### config.mk
export PLATFORM = sky130hd
export DESIGN_NAME = uart_rx_ctrl
export DESIGN_NICKNAME = d
export VERILOG_FILES = /design/src/rtl/uart_rx_ctrl_pkg.sv /design/src/rtl/uart_rx_ctrl.sv
export SDC_FILE = /design/constraint.sdc
export NUM_CORES = 1
export LEC_CHECK = 0
export CAP_MARGIN = 20
export CORE_AREA = 10 10 87 89
export CTS_CLUSTER_DIAMETER = 100
export DETAILED_ROUTE_END_ITERATION = 10
export DIE_AREA = 0 0 97 99
export HOLD_SLACK_MARGIN = 0.06
export SLEW_MARGIN = 20
export SYNTH_ARGS = -nofsm -noshare
export SYNTH_HDL_FRONTEND = slang
export SYNTH_SLANG_ARGS = --single-unit
### constraint.sdc
create_clock -name clk -period 2.2 [get_ports clk]
set_input_delay 0.44 -clock clk [delete_from_list [all_inputs] [get_ports clk]]
set_output_delay 0.44 -clock clk [all_outputs]
set_load 0.02 [all_outputs]
### src/rtl/uart_rx_ctrl_pkg.sv
// Shared UART definitions: receive-sequencer state encoding and default baud timing.
package uart_rx_ctrl_pkg;

  typedef enum logic [2:0] {
    IDLE  = 3'd0,
    START = 3'd1,
    DATA  = 3'd2,
    STOP  = 3'd3,
    DONE  = 3'd4
  } uart_state_t;

  // 50 MHz system clock at 115200 baud
  localparam int UART_CLKS_PER_BIT = 434;

endpackage

### src/rtl/uart_rx_ctrl.sv
// UART receive sequencer: synchronises the line, finds the start bit, pulses the shift
// register at mid-bit for data+parity, then checks the stop bit and reports status.
module uart_rx_ctrl
  import uart_rx_ctrl_pkg::*;
#(
  parameter int WORD_LENGTH  = 8,
  parameter int CLKS_PER_BIT = UART_CLKS_PER_BIT,
  parameter int CNT_W        = 16
) (
  input  logic clk,
  input  logic reset,
  input  logic rx_in,
  input  logic parity,
  input  logic parity_int,
  output logic rx_bit,
  output logic shift,
  output logic busy,
  output logic rx_done,
  output logic parity_error,
  output logic framing_error
);

  localparam logic [CNT_W-1:0] HALF_LIMIT = CNT_W'(CLKS_PER_BIT / 2 - 1);
  localparam logic [CNT_W-1:0] FULL_LIMIT = CNT_W'(CLKS_PER_BIT - 1);
  localparam int               BIT_W      = $clog2(WORD_LENGTH + 2);
  // bitcnt value seen at the final (parity) shift
  localparam logic [BIT_W-1:0] LAST_BIT   = BIT_W'(WORD_LENGTH);

  logic             sync1_reg, sync2_reg, hist_reg;
  uart_state_t      state_reg, state_next;
  logic [CNT_W-1:0] cnt_reg, cnt_next;
  logic [BIT_W-1:0] bitcnt_reg, bitcnt_next;
  logic             perr_reg, perr_next;
  logic             ferr_reg, ferr_next;
  logic             tick;
  logic             fall;

  always_ff @(posedge clk) begin
    if (!reset) begin
      sync1_reg  <= 1'b1;
      sync2_reg  <= 1'b1;
      hist_reg   <= 1'b1;
      state_reg  <= IDLE;
      cnt_reg    <= '0;
      bitcnt_reg <= '0;
      perr_reg   <= 1'b0;
      ferr_reg   <= 1'b0;
    end else begin
      sync1_reg  <= rx_in;
      sync2_reg  <= sync1_reg;
      hist_reg   <= sync2_reg;
      state_reg  <= state_next;
      cnt_reg    <= cnt_next;
      bitcnt_reg <= bitcnt_next;
      perr_reg   <= perr_next;
      ferr_reg   <= ferr_next;
    end
  end

  assign fall = hist_reg & ~sync2_reg;

  always_comb begin
    tick = 1'b0;
    case (state_reg)
      START:      tick = (cnt_reg == HALF_LIMIT);
      DATA, STOP: tick = (cnt_reg == FULL_LIMIT);
      default:    tick = 1'b0;
    endcase
  end

  always_comb begin
    state_next  = state_reg;
    bitcnt_next = bitcnt_reg;
    perr_next   = perr_reg;
    ferr_next   = ferr_reg;
    shift       = 1'b0;
    rx_done     = 1'b0;
    case (state_reg)
      IDLE: begin
        if (fall) state_next = START;
      end
      START: begin
        if (tick) begin
          if (!sync2_reg) begin
            state_next  = DATA;
            bitcnt_next = '0;
            perr_next   = 1'b0;
            ferr_next   = 1'b0;
          end else begin
            state_next = IDLE;
          end
        end
      end
      DATA: begin
        if (tick) begin
          shift       = 1'b1;
          bitcnt_next = bitcnt_reg + 1'b1;
          if (bitcnt_reg == LAST_BIT) state_next = STOP;
        end
      end
      STOP: begin
        if (tick) begin
          ferr_next  = ~sync2_reg;
          perr_next  = parity ^ parity_int;
          state_next = DONE;
        end
      end
      DONE: begin
        rx_done    = 1'b1;
        state_next = IDLE;
      end
      default: state_next = IDLE;
    endcase
  end

  // The counter restarts on each state change and at every tick so DATA bits stay one period apart
  always_comb begin
    cnt_next = cnt_reg;
    if ((state_next != state_reg) || tick) begin
      cnt_next = '0;
    end else if (state_reg == START || state_reg == DATA || state_reg == STOP) begin
      cnt_next = cnt_reg + 1'b1;
    end
  end

  assign rx_bit        = sync2_reg;
  assign busy          = (state_reg != IDLE);
  assign parity_error  = perr_reg;
  assign framing_error = ferr_reg;

endmodule

==> impl_metrics.ini <==
[logic_synthesis]
syn-num-nets = 181
yosys_warnings = 0
synthFlopType = dfxtp_1
synth.cell_area_mm2 = 0.00153
synth_area_leaders = dfxtp_1, xnor2_1, nor3_1
synth_top_cell_by_area = dfxtp_1
synth_edf_count = 0
ys_types = 43
synthArstFlopShare = 0
syn_area_per_cell_um2 = 8.82
ys_seq_area_frac = 0.368
synth_seq_cells = 28
synth_cells = 173
yosysTopAreaCellShare = 0.368

[drt]
first_iter_violations = 53
vias_per_cell = 4.89
vias = 1369
wl_per_cell_um = 13.2
drc = 0
drtPass1Iterations = 4
wl_mm = 3.71
final_antenna_net_count = 0

[min_path]
hold_start = sync1_reg
hold_class = flop to flop
min_path_cells = 1
min_to = rx_bit

[sta]
setup_tns_ns = 0
finalSetupViolations = 0
timing.final.crit_share = 0.904
hold_viol = 0
final_max_slew_viol_count = 0
tightest_slew_ns = 0.581
finalClockSkew_ns = 0.00455
fmax_ghz = 0.503
relSlewSlack = 0.607
min_period_ns = 1.99
rsz0062_at_grt = no

[power_and_ir_drop]
p_leak_nw = 0.739
powerDensity_mw_per_mm2 = 507
ir_drop_mv = 0.219
totalPowerFinal_uw = 990

[critical_path]
crit_chain = buf_4 -> or3_1 -> dlygate4sd2_1
rrSetupSlack_ns = 0.23
worstSetupPathType = flop to primary output
slowest_delay_ns = 0.39
crit-reg2reg-launch = state_reg[1]
critPathLaunchType = flop
arrival_ns = 1.55
required_ns = 1.76
crit_path_max_fanout = 6
critPathTopFamily = buffers and inverters
path_buf_inv = 2
rr_endpoint = cnt_reg[5]
reg2reg_depth = 5
cp-end-kind = primary output
critPathSlowestCell = dfxtp_1

[floorplan]
initial_core_util = 0.261
num_rows = 28
core_area_mm2 = 0.00585
die_w_um = 97
fp.dieH_um = 99
ios = 11
dieArea_mm2 = 0.00960

[placement]
io_buffers = 10
place_congestion = 0.818
placed_area_mm2 = 0.00187
dp_hpwl_mm = 2.88

[clock_tree]
cts_buffers = 3
cts_tree = yes
path_clk_slew_ns = 0.10
cts_root_buf = clkbuf_8
cts_max_path_buffers = 2
clkSinkCount = 28
ctsHtreeMaxLevel = 1
postCtsSetupRepairBufs = 0
clk_latency_ns = 0.28

[final_layout]
post-route-cell-area_mm2 = 0.00195
syn2layout_area_growth_pct = 28.0
utilization = 0.334
antenna_cells = 0
fillers = 609
most-common-layout-cells = dfxtp_1, buf_4, nor3_1
final_common_cell = dfxtp_1
fin_nets = 214
largest_reg_flops = 16
drive_above_1_share = 0.200

[job]
drv_cap = 0

[global_route]
antenna_found_initial = 0
grt_pass1_wl_mm = 6.32
grt_pass1_vias = 1330
overflow = 0
grt_use_total = 0.0765
grt_max_degree = 17

[status]
status = completed
-- what timing repair did --
item / 4_1_cts / 5_1_grt
gates resized for setup: 3 / 5
hold buffers: 0 / 0
pin swaps: 0 / 0
endpoints found under the setup margin: 2 / 2
-- cell usage after synthesis, types with 2 or more instances --
cell type  number
a211oi_1        3
a21oi_1         2
and3_1          2
buf_2           5
dfxtp_1        28
ha_1            3
inv_1          10
mux2i_1         5
nand2_1        13
nand2b_1        6
nand3_1         7
nand3b_1        2
nand4_1         5
nor2_1         11
nor2b_1         2
nor3_1         15
nor3b_1         2
nor4_1          6
nor4b_1         2
o211ai_1        3
o21ai_0         2
o32ai_1         3
or3_1           4
or4_1           3
xnor2_1         9
xor2_1          3
-- how the worst max path moves through the flow --
| stage | endpoint | depth (start not counted) | slack, ns | from |
|---|---|---|---|---|
| 2_1_floorplan | shift | 5 | 0.43 | cnt_reg[3] |
| 3_5_place_dp | shift | 5 | 0.05 | cnt_reg[4] |
| 5_1_grt | shift | 5 | 0.1 | cnt_reg[4] |
| 3_3_place_gp | shift | 5 | 0.06 | cnt_reg[15] |
| 4_1_cts | shift | 5 | 0.009 | cnt_reg[15] |
| 6_report | busy | 3 | 0.21 | state_reg[0] |
-- cells by family (layout without fill, tap and decap cells) --
family                   count (synthesis)  after routing  synth area share
AND/OR/NAND/NOR                         85             85             0.312
adder cells (fa/ha/maj)                  3              3            0.0246
buffers and inverters                   17             49            0.0509
multiplexers                             6              6            0.0402
AO/OA/AOI/OAI                           22             22             0.136
flip-flops                              28             28             0.368
XOR/XNOR                                12             12            0.0689
-- cell type report --
| type | count | area (um^2) | share of cell area |
|---|---|---|---|
| Sequential cell | 28 | 561 | 0.287 |
| Timing Repair Buffer | 35 | 284 | 0.146 |
| Clock inverter | 1 | 30.0 | 0.0154 |
| Tap cell | 75 | 93.8 | 0.0481 |
| Clock buffer | 3 | 41.3 | 0.0212 |
| Inverter | 10 | 37.5 | 0.0192 |
| Multi-Input combinational cell | 128 | 905 | 0.463 |
-- per-stage QoR --
stage                     worst slack, ns  hold slack [ns]  cells
after detailed placement           0.0452            0.397    276
final                               0.211            0.416    280
after global placement             0.0620            0.390    276
after CTS                         0.00889            0.422    280
after global routing               0.0977            0.436    280
after floorplan                     0.426            0.386    173
-- report_power, final --
group          internal, mW  switching (mW)
Clock                 0.244           0.168
Sequential            0.511         0.00442
Combinational        0.0296          0.0331
Total                 0.784           0.206
-- per-layer routing --
layer | vias up | track usage | routed length, um | part of all wire
met5 | - | 0 | 0 | 0
met4 | 0 | 0.0295 | 17 | 0.0046
met3 | 2 | 0.0133 | 83 | 0.022
met2 | 16 | 0.111 | 1640 | 0.44
met1 | 651 | 0.108 | 1970 | 0.53
li1 | 700 | - | - | -
(Power assumes the default switching activity.)
